## src/rtl/disp_demux.sv

```systemverilog
// disp_demux: rebuilds eight seven-segment digit bytes from a multiplexed anode/segment bus
module disp_demux #(
    parameter int STABLE_CYCLES = 16,
    parameter int CW = $clog2(STABLE_CYCLES + 1)
) (
    input  logic       clk,
    input  logic       reset,
    input  logic [7:0] an_in,
    input  logic [7:0] sseg_in,
    input  logic       clear,
    output logic [7:0] out7,
    output logic [7:0] out6,
    output logic [7:0] out5,
    output logic [7:0] out4,
    output logic [7:0] out3,
    output logic [7:0] out2,
    output logic [7:0] out1,
    output logic [7:0] out0,
    output logic [7:0] valid,
    output logic       frame_tick,
    output logic       err_multi
);
    logic [15:0] s1_q, s2_q;
    logic [CW-1:0] cnt_q, cnt_d;
    logic [7:0] valid_q, valid_d, seen_q, seen_d, lit, dec;
    logic err_q, err_d, tick_q, tick_d, eq, cap, one_hot, frame;
    logic [7:0] out_q [8];

    // Stability detection, anode decode and next status; clear overrides this cycle's status updates
    always_comb begin
        eq = s1_q == s2_q;
        cap = eq && (cnt_q == CW'(STABLE_CYCLES - 1));
        cnt_d = !eq ? '0 : (cnt_q != CW'(STABLE_CYCLES)) ? cnt_q + CW'(1) : cnt_q;
        lit = ~s1_q[15:8];
        one_hot = (lit != 8'h00) && ((lit & (lit - 8'd1)) == 8'h00);
        dec = (cap && one_hot) ? lit : 8'h00;
        frame = (dec != 8'h00) && ((seen_q | dec) == 8'hFF);
        valid_d = clear ? 8'h00 : valid_q | dec;
        seen_d = (clear || frame) ? 8'h00 : seen_q | dec;
        err_d = !clear && (err_q || (cap && (lit != 8'h00) && !one_hot));
        tick_d = !clear && frame;
    end

    // Sampling pipeline, stability counter and status registers
    always_ff @(posedge clk) begin
        if (reset) begin
            s1_q <= 16'hFFFF;
            s2_q <= 16'hFFFF;
            cnt_q <= '0;
            valid_q <= 8'h00;
            seen_q <= 8'h00;
            err_q <= 1'b0;
            tick_q <= 1'b0;
        end else begin
            s1_q <= {an_in, sseg_in};
            s2_q <= s1_q;
            cnt_q <= cnt_d;
            valid_q <= valid_d;
            seen_q <= seen_d;
            err_q <= err_d;
            tick_q <= tick_d;
        end
    end

    // Per-digit byte capture; written even when clear drops the status update
    always_ff @(posedge clk) begin
        for (int k = 0; k < 8; k++)
            if (reset) out_q[k] <= 8'hFF;
            else if (dec[k]) out_q[k] <= s1_q[7:0];
    end

    assign {out7, out6, out5, out4, out3, out2, out1, out0} =
        {out_q[7], out_q[6], out_q[5], out_q[4], out_q[3], out_q[2], out_q[1], out_q[0]};
    assign valid = valid_q;
    assign frame_tick = tick_q;
    assign err_multi = err_q;
endmodule
```

## config.mk

```make
export PLATFORM = sky130hd
export DESIGN_NAME = disp_demux
export DESIGN_NICKNAME = d
export VERILOG_FILES = /design/src/rtl/disp_demux.sv
export SDC_FILE = /design/constraint.sdc
export NUM_CORES = 1
export LEC_CHECK = 0
export ABC_AREA = 1
export CAP_MARGIN = 20
export CORE_MARGIN = 1.5
export CORE_UTILIZATION = 53
export CTS_BUF_LIST = sky130_fd_sc_hd__clkbuf_4
export DETAILED_ROUTE_END_ITERATION = 7
export GPL_TIMING_DRIVEN = 1
export MAX_ROUTING_LAYER = met4
export PLACE_DENSITY = 0.89
export REMOVE_ABC_BUFFERS = 1
export SYNTH_ARGS = -nofsm -noshare
export SYNTH_HDL_FRONTEND = slang
export SYNTH_SLANG_ARGS = --single-unit
export TNS_END_PERCENT = 100
```

## constraint.sdc

```tcl
create_clock -name clk -period 2.3 [get_ports clk]
set_clock_uncertainty 0.05 [all_clocks]
set_input_delay 0.46 -clock clk [delete_from_list [all_inputs] [get_ports clk]]
set_output_delay 0.46 -clock clk [all_outputs]
set_load 0.005 [all_outputs]
```

Word-level counts from Yosys, hierarchy flattened --
Memory sizes are Yosys's and may differ from the RTL's. Index checks and enable logic that the tools add are counted.
Word-level totals: output and inout port bits 74, word-level logic and storage cells 80, memories 1, flip-flop bits (word level) 55, RAM bits 64, bits of input ports 19
Operators by class: equal/unequal tests 4, muxes and demuxes 35, $add $sub $neg 2, bitwise logic cells 13, reduce and logical (&&, ||, !) cells 18
Memory list:
- out_q | words 8, bits a word 8, rd ports 8, clocked after memory_dff 0, wr ports 8, RTL line 27 | logic [7:0] out_q [8];
Operators by type and width (number):
- $mux W8 | 9
- $mux W1 | 26
- $eq A16 B16 Y1 | 1
- $or A8 B8 Y8 | 2
- $reduce_bool A8 Y1 | 2
- $and A8 B8 Y8 | 1
- $eq A8 B8 Y1 const B | 1
- $logic_and A1 B1 Y1 | 8
- $logic_not A8 Y1 | 1
- $not A8 Y8 | 1
- $or A1 B1 Y1 | 8
- $sub A8 B1 Y8 const B | 1
- $reduce_or A2 Y1 | 3
- $add A5 B1 Y5 const B | 1
- $eq A5 B4 Y1 const B | 1
- $ne A5 B5 Y1 const B | 1
- $logic_not A1 Y1 | 2
- $logic_or A1 B1 Y1 | 2
- $not A1 Y1 | 1

Depth between registers and ports, before layout --
Gate-level depths: netlist of the first run.
word-level depth 12, gate-level depth with buffers 15, gate-level depth less buffers 14

Worst setup path before layout of the first run --
OpenSTA, ideal clock, no wires.
path kind flip-flop to flip-flop, start point register cnt_q[0], end point register seen_q[0], library setup time 0.114 ns, path slack 0.503 ns, stages on the path, launching flop included 13, data required time 2.136 ns, buffers on the path 1, clock period less this slack 1.797 ns, arrival 1.634 ns, cells stage by stage dfxtp_1 ha_1 nand2_1 nor2_1 ha_1 clkbuf_8 nand4_1 nand2_1 nand2_1 nor2_2 nand3_2 nand2_4 nor2_2
Between the ends: longest elaborated chain between the ends 9, elaborated cells between the ends (all ways) 10, classes of those cells 2 x eq/ne; 1 x mux; 1 x bitwise; 6 x reduce/logical
Ends and longest elaborated chain:
- from (decl) | RTL line 24 | logic [CW-1:0] cnt_q, cnt_d;
- from (signal assigned) | RTL line 57 | cnt_q <= cnt_d;
- $eq A5 B4 Y1 (*) | RTL line 32 | cap = eq && (cnt_q == CW'(STABLE_CYCLES - 1));
- $logic_and A1 B1 Y1 (*) | RTL line 32
- $logic_and A1 B1 Y1 (*) | RTL line 36 | dec = (cap && one_hot) ? lit : 8'h00;
- $mux W8 (*) | RTL line 36
- $or A8 B8 Y8 | RTL line 37, 39
- $eq A8 B8 Y1 | RTL line 37 | frame = (dec != 8'h00) && ((seen_q | dec) == 8'hFF);
- $logic_and A1 B1 Y1 | RTL line 37
- $logic_or A1 B1 Y1 | RTL line 39 | seen_d = (clear || frame) ? 8'h00 : seen_q | dec;
- $reduce_or A2 Y1 (no line)
- to (signal assigned) | RTL line 59 | seen_q <= seen_d;
- to (decl) | RTL line 25 | logic [7:0] valid_q, valid_d, seen_q, seen_d, lit, dec;
Every way passes the cells marked *; elsewhere a longest branch is shown, timed or not. A chain may end at the register's enable or synchronous reset.

Final worst setup path of the first run --
start point register s1_q[0], end point register seen_q[0]
Between the ends: longest elaborated chain between the ends 9, elaborated cells between the ends (all ways) 10, classes of those cells 2 x eq/ne; 1 x mux; 1 x bitwise; 6 x reduce/logical
Ends and longest elaborated chain:
- from (decl) | RTL line 23 | logic [15:0] s1_q, s2_q;
- from (signal assigned) | RTL line 55 | s1_q <= {an_in, sseg_in};
- $eq A16 B16 Y1 (*) | RTL line 31 | eq = s1_q == s2_q;
- $logic_and A1 B1 Y1 (*) | RTL line 32
- $logic_and A1 B1 Y1 (*) | RTL line 36
- $mux W8 (*) | RTL line 36
- $or A8 B8 Y8 | RTL line 37, 39
- $eq A8 B8 Y1 | RTL line 37
- $logic_and A1 B1 Y1 | RTL line 37
- $logic_or A1 B1 Y1 | RTL line 39
- $reduce_or A2 Y1 (no line)
Marked as above.

==> summary by stage, run 1 <==
Worst setup path
STA puts the critical path data required time at 2.66 ns. The number of gates on the worst path with buffers counted is 14. The worst setup path is of the reg2reg kind. The length in cells of the worst reg-to-reg path is 14. Along the worst path, the maximum fanout reaches 11. STA classifies the critical path endpoint as a flop. The sort of element at the start of the critical path is a flop. The worst register-to-register path has a setup slack of 0.14 ns. In this run the critical register-to-register path is captured at seen_q[0]. The worst register-to-register path begins at s1_q[0]. The capturing element of the worst setup path is seen_q[0]. The most prevalent standard cell on the critical path is sky130_fd_sc_hd__nand2_1. The critical path's top delay family is simple AND/OR/NAND/NOR gates. Traced cell by cell, the critical path runs through inv_1, nand2_1, nand4_1, nor2_2, nand2_1, nor2_1, buf_4, nand4_1, nand2_1, nand2_1, nor2_2, nand3_2, nand2_4, nor2_2. The largest single stage delay on the critical path is 0.41 ns.

The launching instance or port of the critical path is s1_q[0]. The number of buffers and inverters on the critical path is 2. The data arrival time of the critical path is 2.52 ns. The largest individual stage delay along the critical path comes from the cell sky130_fd_sc_hd__dfxtp_1.

Logic synthesis
The synthesized netlist occupies a cell area of between 4000 and 5000 um2. The count of flip-flops with a built-in enable after synthesis is 64. After synthesis, the netlist uses 27 different library cells. Of the post-synthesis cell area, the dominant cell type holds 43.22%. In the synthesized netlist the async set-or-reset flop fraction comes to 0%. After synthesis, the most frequently instantiated cells are sky130_fd_sc_hd__nand2_1 (132), sky130_fd_sc_hd__edfxtp_1 (64), sky130_fd_sc_hd__dfxtp_1 (55), sky130_fd_sc_hd__inv_1 (46), sky130_fd_sc_hd__nor2_1 (35). The most frequently used flop master after synthesis is sky130_fd_sc_hd__edfxtp_1. The library cell with the largest summed area after synthesis is sky130_fd_sc_hd__edfxtp_1. In this run the mean area of a mapped cell was 10.49 um2. The most common cell in the netlist is sky130_fd_sc_hd__nand2_1. Yosys printed 0 warnings.

Yosys attributes the largest share of cell area to sky130_fd_sc_hd__edfxtp_1 (43%), sky130_fd_sc_hd__dfxtp_1 (25%), sky130_fd_sc_hd__nand2_1 (11%), sky130_fd_sc_hd__inv_1 (3.9%), sky130_fd_sc_hd__nor2_1 (3.0%). Synthesis inferred 119 register bits. The sequential fraction of the synthesis area is 67.98%. After technology mapping, the gate count stands at 424.

Clock network
The clock tree from TritonCTS is built. The total number of clock tree sinks is 119. The number of levels the H-tree was split into is 4.

The clock reaches the later pin of the worst-skew pair after 0.52 ns. The maximum root-to-sink buffer count is 2. The number of clock buffers added by TritonCTS is 17. For this design, the CTS-stage hold fixing added 0 buffers. The cell sitting at the root of the clock tree is a sky130_fd_sc_hd__clkbuf_4.

The clock slew at the register clock pins of the worst setup and hold paths is 0.11 ns.

GRT
Entering global routing, the biggest net connects 26 pins. The number of global-route vias before repair was 3,103. For met2 alone, demand over resource in global routing was between 30 and 40%. The global-route congestion overflow total is 0. In the global route stage, met1 resource usage came out at between 20% and 30%. The initial antenna violation count came to 0. The met3 demand-to-capacity share in global routing is 8.052%. The global-route wire length before repair is 15,150 um. In the global route stage, overall resource usage came out at 24.24%. The most used routing layer in global routing is met2.

Drt
Dividing the detail-routed via count by the number of cells gives approximately 5.1. The number of violations reported at the end of detailed-routing iteration 0 is 172. The first detailed-routing pass took 5 iterations. For this run, design rule violations remaining after detail routing come to 0. Dividing the detail-routed wire length by the instance count gives 14.86 um. The routed wire length is just under 10,000 um.

The count of nets left with antenna violations after detail routing is 0. Summing over every cut layer, the via total after detailed routing is 3,358.

Final layout
Of the cells placed in the final design, the portion with a size suffix greater than 1 is 16.01%. For this run, the post-layout net count is 565. The total inserted antenna cells is 0.

Relative to the synthesized area, the layout overhead comes to 32.19%.

Timing
The aggregate negative setup slack is 0 ns. The smallest clock period supported by the final layout is computed as 2.161 ns. The final count of pins violating max slew came to 0. The fmax is 462.8 MHz. In the finished design, the share of the clock period the worst path needs comes to 93.95%. The number of hold-slack violations in the final timing report is 0. The worst slack on hold paths is 0.4443 ns.

Setup repair after global routing left no endpoint under its margin. In this run the tightest slew margin relative to its limit is 74.27%. At the pin with the least slew margin, the transition time is 0.3850 ns.

The setup-violating endpoint count in the final report is 0.

Floorplanning
During I/O placement, the number of pins put on the boundary was between 90 and 100. The floorplan die area is 8948 um2. The vertical die dimension is 94.60 um.

Measured along the x axis, the die boundary spans roughly 95 um. The initial utilization of the core area, before any placement, comes to between 50 and 60%. After floorplanning, the core was sized to cover 8175 um2. The number of cell rows is 33.

Placement
Input and output buffers added on the ports amount to 92. Routability-driven placement finished with a final weighted congestion of about 0.9. Once detailed placement completed, the half-perimeter wirelength came to 6711 um.

Job
Across the run, the number of max-cap violations was 0.

Run status
The flow ran to the end, and the final reports show no timing, DRC or antenna violations.

Min path
The worst min-delay path category is reg2reg. The startpoint of the lowest-slack hold path is cnt_q[3].

Power
The areal power density over the cells is 691.1 nW/um2. VDD sags by at most 365.9 uV. The leakage dissipation is 0.002121 uW.
==> cell type report <==
cell class | instances | area [um2]
inverters | 58 | 217.7
well taps | 105 | 131.4
repair buffers | 106 | 1026
multi-input cells | 241 | 1167
flip-flops and latches | 119 | 3023
clock buffers | 18 | 135.1
fillers | 519 | 2297
clock inverters | 14 | 177.7
==> power by group <==
group          switching [uW]  internal [uW]
clock network             805            775
registers                20.9           2250
logic                     122           84.6
total                     948           3110
==> placed cells by master, fill, tap and decap left out, types with 2 or more instances in the layout <==
cell                              synthesis  routed
sky130_fd_sc_hd__a21oi_1                  5       5
sky130_fd_sc_hd__buf_4                    1      14
sky130_fd_sc_hd__bufinv_16                0       3
sky130_fd_sc_hd__clkbuf_4                 0      18
sky130_fd_sc_hd__clkdlybuf4s50_1          0      92
sky130_fd_sc_hd__clkinv_1                 9       9
sky130_fd_sc_hd__clkinv_4                 0       4
sky130_fd_sc_hd__clkinvlp_4               0       4
sky130_fd_sc_hd__dfxtp_1                 55      55
sky130_fd_sc_hd__edfxtp_1                64      64
sky130_fd_sc_hd__ha_1                     3       2
sky130_fd_sc_hd__inv_1                   46      46
sky130_fd_sc_hd__inv_2                    3       3
sky130_fd_sc_hd__inv_6                    0       2
sky130_fd_sc_hd__nand2_1                132     132
sky130_fd_sc_hd__nand2_2                  3       3
sky130_fd_sc_hd__nand3_1                  3       3
sky130_fd_sc_hd__nand3_2                  4       4
sky130_fd_sc_hd__nand4_1                  9       9
sky130_fd_sc_hd__nor2_1                  35      34
sky130_fd_sc_hd__nor2_2                  12      13
sky130_fd_sc_hd__nor3_1                   2       2
sky130_fd_sc_hd__or2_2                   16      16
sky130_fd_sc_hd__xnor2_1                 11      11
==> layer usage <==
| layer | wire length, um | up-vias |
|---|---|---|
| li1 | - | 1570 |
| met2 | 4872 | 221 |
| met4 | 310 | 0 |
| met1 | 3566 | 1527 |
| met5 | 0 | - |
| met3 | 1071 | 40 |
==> metrics by stage <==
stage | util, % | power [uW] | cell area (um2) | setup slack, ns | cells
2_1_floorplan | - | 2440 | 4403 | 0.2740 | 418
3_3_place_gp | 67.83 | 2519 | 5545 | 0.2034 | 627
3_5_place_dp | 67.83 | 2526 | 5545 | 0.08279 | 627
4_1_cts | 71.66 | 4091 | 5858 | 0.03737 | 659
5_1_grt | 71.90 | 4208 | 5878 | 0.003176 | 661
6_report | 71.90 | 4062 | 5878 | 0.1391 | 661
==> how the worst min path moves through the flow <==
stage,endpoint,cells past startpoint
detailed placement,s2_q[0],2
global route,s1_q[0],2
finish,cnt_q[3],2
CTS,s1_q[0],2
global placement,s2_q[7],2
floorplan,cnt_q[3],2
==> worst reg2reg max path, delay by kind of cell, from the launching register on <==
family	cells	cell delay [ns]
buffers and inverters	2	0.25
DFF	1	0.41
and+or+nand+nor	12	1.33
==> what timing repair did <==
| item | CTS | global route |
|---|---|---|
| gates resized for setup | 0 | 2 |
| endpoints found under the setup margin | 0 | 19 |
| setup buffers | 0 | 2 |
==> flip-flops by register name (all words and copies together) (netlist names) <==
signal and count:
cnt_q 5, err_multi 1, frame_tick 1, out_q 64, s1_q 16, s2_q 16
seen_q 8, valid 8
==> cell families after synthesis <==
| logic type | after synthesis | synth area share (%) |
|---|---|---|
| and+or+nand+nor | 220 | 22.34 |
| xor gates and xnor gates | 11 | 2.167 |
| adders and majority gates | 3 | 0.8442 |
| DFF | 119 | 67.98 |
| buffers and inverters | 64 | 5.881 |
| AOI/OAI and AO/OA | 7 | 0.7875 |
Note: power is estimated with default switching activity, not from simulation.
==> inputs of run 2 (changes only) <==
CTS_BUF_LIST = sky130_fd_sc_hd__clkbuf_8   (was sky130_fd_sc_hd__clkbuf_4)
==> run 2 against run 1 <==
Effect of this change:
- utilization increased by 1.2 points
- die area unchanged
- clock power up 23%
- final area up 1.7%
- highest routed layer unchanged
==> summary by stage, run 2 (synthesis gave the netlist of run 1 again) <==
Drt
The post-detailed-route via-to-cell ratio was 5.015 (-1.3%). The routed wire length is 10,010 um (+2.0%). The met1 layer wirelength in the final routing was 3747 um (+5.1%). The average wire per cell in the routed design came to 15.15 um (+2.0%). The number of remaining DRC errors came to 0 (unchanged).

The total iterations of the first detailed-routing run is 5 (unchanged). The number of violations reported at the end of detailed-routing iteration 0 is 182 (+5.8%). The met3 routed wirelength is 927 um (-13%). The wire length on met2 came to 5092 um (+4.5%). The via total after detailed routing was 3,315 (-1.3%). The count of nets left with antenna violations after detail routing is 0 (unchanged). The highest layer touched by signal routing is met4.

Final layout
The most frequent standard cell in the layout excluding fill and tap cells is sky130_fd_sc_hd__nand2_1. The area occupied by multi-input gates is 1165 um2 (-0.21%). out_q holds more flip-flops than any other register.

The fraction of final layout cells sized beyond drive strength 1 is 15.65% (-0.36 points). In the layout the commonest cells are sky130_fd_sc_hd__nand2_1 (132), sky130_fd_sc_hd__clkdlybuf4s50_1 (92), sky130_fd_sc_hd__edfxtp_1 (64). The final non-filler cell area is 5978 um2 (+1.7%). The footprint of the flip-flops and latches is 3023 um2 (unchanged).

The utilization after layout is 73.13% (+1.2 points). The area growth from synthesis to layout is 34.44%. The largest registers in the layout are out_q x64, s1_q x16, s2_q x16. The number of flip-flops in the largest register came to 64 (unchanged). The net count of the finished layout is 565 (unchanged).

The total inserted antenna cells was 0 (unchanged). The number of filler instances in the final layout is 504 (-2.9%).

Timing
The final count of pins violating max slew is 0 (unchanged). The setup-violating endpoint count in the final report came to 0 (unchanged). The transition time of the tightest slew-check pin is 0.3724 ns (-0.01256 ns). The fmax is 481.7 MHz (+4.1%).

The normalized max-slew margin is 75.11% (+0.84 points). The worst slack on hold paths is 0.4292 ns (-0.01512 ns). The final period demand of the worst path is 2.076 ns (-0.08505 ns). The aggregate negative setup slack came to 0 ns (unchanged). Setup repair after global routing left no endpoint under its margin. The period utilization is 90.25% (-3.7 points).

The number of hold-slack violations in the final timing report is 0 (unchanged).

Floorplanning
The vertical die dimension is 94.60 um (unchanged). The number of primary I/O pins was 93 (unchanged). The number of cell rows is 33 (unchanged). The starting density of the core is 54.39% (unchanged). The standard cell core area is 8175 um2 (unchanged). The floorplan die area came to 8948 um2 (unchanged). The width of the die came to 94.60 um (unchanged).

Power
The worst ir drop on vdd was 400.2 uV (+9.4%). The areal power density over the cells is 741.6 nW/um2 (+7.3%). The total power of the final layout is 4434 uW (+9.1%). The leakage dissipation is 0.002166 uW (+2.1%).

Clock network
The CTS root buffer is sky130_fd_sc_hd__clkbuf_8. The number of levels the H-tree was split into is 4 (unchanged). The clock slew at the register clock pins of the worst setup and hold paths was 0.07 ns (-0.04 ns). The post-cts hold buffer count is 0 (unchanged).

The maximum root-to-sink buffer count is 2 (unchanged). The total number of clock tree sinks is 119 (unchanged). The total clock buffers created by CTS was 17 (unchanged).

TritonCTS built the clock tree. The clock latency reported for the late side of the worst-skew pair is 0.42 ns (-0.10 ns).

Worst setup path
The critical path in this run is classified as reg2reg. The critical path capture point type is a flop. The worst register-to-register path begins at cnt_q[0]. The biggest fanout along the worst timing path was 10 (-1).

The sort of element at the start of the critical path is a flop. The required time of the critical path is 2.56 ns (-0.10 ns). The most critical setup path has its startpoint at cnt_q[0]. The data arrival time of the critical path is 2.34 ns (-0.18 ns).

Job
The number of maximum-capacitance violations is 0 (unchanged).

Placement
The placed instance area came to 5545 um2 (unchanged). The number of I/O port buffers is 92 (unchanged). The half-perimeter wire length after detailed placement is 6711 um (unchanged). The weighted congestion at the end of routability-driven global placement came to 0.8765 (unchanged).

GRT
The initial antenna violation count was 0 (unchanged). The number of global-route vias before repair came to 3,132 (+0.93%). The global-route congestion overflow total came to 0 (unchanged). The global-route usage over all layers is 24.37% (+0.13 points). The global-route wire length before repair is 15,250 um (+0.69%).

The pin count of the biggest net entering global routing is 26 (unchanged).

Min path
The startpoint of the lowest-slack hold path is cnt_q[3]. The worst min-delay path category is reg2reg.

Run status
The flow ran to the end, and the final reports show no timing, DRC or antenna violations.
-- run 2: per-layer routing --
metal | up-vias | global-route usage [%]
met4 | 0 | 11.07
met3 | 29 | 6.522
met1 | 1519 | 27.21
met2 | 197 | 40.89
li1 | 1570 | -
met5 | - | -
-- run 2: worst max-delay path, stage by stage (launching register included) --
cell and delay (ns):
sky130_fd_sc_hd__dfxtp_1 0.41, sky130_fd_sc_hd__ha_1 0.20, sky130_fd_sc_hd__nand2_1 0.07, sky130_fd_sc_hd__nor2_1 0.10, sky130_fd_sc_hd__ha_2 0.29, sky130_fd_sc_hd__nand4_1 0.24, sky130_fd_sc_hd__nand2_1 0.14, sky130_fd_sc_hd__nand2_1 0.07
sky130_fd_sc_hd__nor2_2 0.09, sky130_fd_sc_hd__nand3_2 0.09, sky130_fd_sc_hd__nand2_4 0.15, sky130_fd_sc_hd__nor2_2 0.05
-- run 2: cell type report --
| cell class | instances | area share [%] |
|---|---|---|
| repair buffers | 106 | 17.16 |
| clock inverters | 15 | 3.035 |
| inverters | 58 | 3.642 |
| well taps | 105 | 2.198 |
| multi-input cells | 241 | 19.49 |
| clock buffers | 17 | 3.914 |
| flip-flops and latches | 119 | 50.57 |
-- run 2: per-stage QoR --
step,setup WS [ns],instances
finish,0.2242,661
CTS,0.03253,659
global route,0.02635,661
floorplan,0.2740,418
detailed placement,0.08279,627
global placement,0.2034,627
-- run 2: power by group --
| group | internal, uW | total (uW) | switching (uW) |
|---|---|---|---|
| clock network | 1080 | 1950 | 875 |
| logic | 84.4 | 206 | 121 |
| registers | 2260 | 2280 | 20.4 |
| total | 3420 | 4430 | 1020 |
-- run 2: path summary, 6_finish.rpt --
check         endpoint  slack, ns  cells past startpoint
max          seen_q[0]       0.22                     11
min           cnt_q[3]       0.43                      2
max reg2reg  seen_q[0]       0.22                     11
min reg2reg   cnt_q[3]       0.43                      2
-- run 2: timing repair --
action                                  CTS  global route
resized for setup                         0             1
setup buffers                             0             2
endpoints found under the setup margin    0             8
==> inputs of run 3 (changes only) <==
RECOVER_POWER = 25   (was default)
==> run 3 against run 2 <==
Effect of this change:
- sequential cell count did not move
- clock-buffer cell count did not move
- critical path type is now in2reg
- worst setup slack got worse by 0.11 ns
- fmax fell by 5.1%
- global-route usage did not move
- first-iteration DRC count rose by 6.0%
- non-clock buffer count did not move
- utilization fell by 0.28 points
==> summary by stage, run 3 (synthesis gave the netlist of run 1 again) <==
Worst setup path
The length in cells of the worst reg-to-reg path came to 11 (unchanged). The largest stage delay on the critical path was 0.55 ns (+0.14 ns). The kind of cell with the highest combined delay along the critical path is buffers and inverters. The cell with the largest stage delay on the worst path is sky130_fd_sc_hd__dlygate4sd3_1.

The worst register-to-register path begins at cnt_q[0]. The number of buffer and inverter instances along the worst setup path came to 3 (+3). The setup slack of the worst register-to-register path is 0.23 ns (about the same). The data arrival time of the critical path came to 2.28 ns (-0.06 ns). The critical path goes through dlygate4sd3_1, clkbuf_1, nor2_1, clkbuf_1, nand2_1. The sort of element at the start of the critical path is an input pin. The biggest fanout along the worst timing path came to 25 (+15). The classification of the worst setup path is in2reg.

STA classifies the critical path endpoint as a flop. In this design, the critical path's most frequently occurring cell is sky130_fd_sc_hd__clkbuf_1. In this run the critical register-to-register path is captured at seen_q[0]. The number of gates on the worst path with buffers counted is 5 (-6). The required time of the critical path is 2.39 ns (-0.17 ns).

GRT
The number of global-route vias before repair came to 3,132 (unchanged). The pin count of the biggest net entering global routing came to 26 (unchanged). The initial antenna violation count is 0 (unchanged). The global-route congestion overflow total was 0 (unchanged). The global-route usage over all layers is 24.37% (unchanged).

The global-route wire length before repair is 15,250 um (unchanged).

Clock network
The post-cts hold buffer count is 0 (unchanged). The maximum root-to-sink buffer count is 2 (unchanged). The number of levels the H-tree was split into is 4 (unchanged).

The total clock buffers created by CTS is 17 (unchanged). The total number of clock tree sinks came to 119 (unchanged). The clock slew at the register clock pins of the worst setup and hold paths is 0.07 ns (about the same). The CTS root buffer is sky130_fd_sc_hd__clkbuf_8.

The clock latency reported for the late side of the worst-skew pair is 0.42 ns (about the same). The clock tree from TritonCTS is built.

Timing
The transition time of the tightest slew-check pin came to 0.9243 ns (+0.5518 ns). The fmax is 456.9 MHz (-5.1%). Setup repair after global routing left no endpoint under its margin. The setup-violating endpoint count in the final report was 0 (unchanged). The aggregate negative setup slack was 0 ns (unchanged). The number of hold-slack violations in the final timing report is 0 (unchanged). The period utilization is 95.15% (+4.9 points). The worst slack on hold paths is 0.4322 ns (+0.003030 ns). The normalized max-slew margin is 38.38% (-37 points). The final count of pins violating max slew is 0 (unchanged). The final period demand of the worst path came to 2.189 ns (+0.1127 ns).

Floorplanning
The number of cell rows is 33 (unchanged). The number of primary I/O pins is 93 (unchanged). The starting density of the core is 54.39% (unchanged). The vertical die dimension was 94.60 um (unchanged). The floorplan die area came to 8948 um2 (unchanged).

The standard cell core area is 8175 um2 (unchanged). The width of the die is 94.60 um (unchanged).

Final layout
The library cell used most frequently in the layout, excluding fill and tap cells, is sky130_fd_sc_hd__nand2_1. The register with the most flip-flops in the final layout is out_q. The top cell types in the final layout, fill and taps aside, are sky130_fd_sc_hd__nand2_1 (132), sky130_fd_sc_hd__clkdlybuf4s50_1 (65), sky130_fd_sc_hd__edfxtp_1 (64). The net count of the finished layout was 565 (unchanged). The total inserted antenna cells is 0 (unchanged). The fraction of final layout cells sized beyond drive strength 1 is 14.57% (-1.1 points). From synthesis to final layout, the design area changed by 33.93%. The number of flip-flops in the largest register is 64 (unchanged).

The number of filler instances in the final layout is 512 (+1.6%). The largest registers in the layout are out_q x64, s1_q x16, s2_q x16.

Drt
The total iterations of the first detailed-routing run is 4 (-1). The number of violations reported at the end of detailed-routing iteration 0 is 193 (+6.0%). The number of remaining DRC errors is 0 (unchanged). The routed wire length is 9982 um (-0.32%). The via total after detailed routing is 3,309 (-0.18%).

The average wire per cell in the routed design is 15.10 um (-0.32%). The count of nets left with antenna violations after detail routing is 0 (unchanged). The post-detailed-route via-to-cell ratio is 5.006 (-0.18%).

Run status
The run finished with clean final reports.

Job
The number of maximum-capacitance violations is 0 (unchanged).

Placement
The half-perimeter wire length after detailed placement is 6711 um (unchanged). The weighted congestion at the end of routability-driven global placement is 0.8765 (unchanged). The number of I/O port buffers was 92 (unchanged).

Min path
The number of instances on the worst hold path is 2 (unchanged). In this run the most critical hold path is launched from cnt_q[3]. The worst min-delay path category is reg2reg. The worst hold path terminates at cnt_q[3].

Power
The leakage dissipation was 0.002076 uW (-4.1%). The total power of the final layout is 4429 uW (about the same). The areal power density over the cells was 743.7 nW/um2 (+0.28%). The worst ir drop on vdd came to 398.7 uV (-0.36%).
## run 3: worst max path at each step
stage / from / end
after floorplan: s1_q[9] / seen_q[0]
after global placement: cnt_q[0] / seen_q[7]
after detailed placement: cnt_q[1] / seen_q[0]
after CTS: cnt_q[0] / seen_q[0]
after global routing: reset / out_q[0][4]
final: reset / out_q[1][3]
## run 3: routing by layer
layer / GRT usage (%) / vias to the layer above / part of all wire (%)
li1: - / 1571 / -
met1: 27.21 / 1525 / 38
met2: 40.89 / 183 / 51
met3: 6.522 / 30 / 8.7
met4: 11.07 / 0 / 2.4
met5: - / - / 0
## run 3: cell type report
type / instances / area [um2] / area share [%]
Sequential cell: 119 / 3023 / 50.76
Multi-Input combinational cell: 241 / 1165 / 19.56
Timing Repair Buffer: 106 / 1003 / 16.85
Clock buffer: 17 / 234.0 / 3.929
Inverter: 58 / 217.7 / 3.655
Clock inverter: 15 / 181.4 / 3.046
Tap cell: 105 / 131.4 / 2.206
## run 3: metrics by stage
stage          cells  util, %  setup slack, ns  cell area [um2]
3_3_place_gp     627    67.83           0.2034             5545
3_5_place_dp     627    67.83          0.08279             5545
5_1_grt          661    72.85          0.02470             5956
6_report         661    72.85           0.1115             5956
4_1_cts          659    72.91          0.03253             5961
2_1_floorplan    418        -           0.2740             4403
## run 3: repair_timing
action                     in CTS  in global routing
setup buffers                   0                  2
setup endpoints to repair       0                  8
gates resized for setup         0                  1
## run 3: power breakdown
group          internal, uW  leakage [uW]  switching [uW]  total [uW]
Combinational          80.3      0.000992             121         201
Sequential             2260      0.000884            20.4        2280
Clock                  1080      0.000200             875        1950
Total                  3410       0.00208            1020        4430
## run 3: tightest hold or removal path, stage by stage (launching register included)
cell	delay [ns]
sky130_fd_sc_hd__dfxtp_1	0.32
sky130_fd_sc_hd__nand2_1	0.06
sky130_fd_sc_hd__a21oi_1	0.05
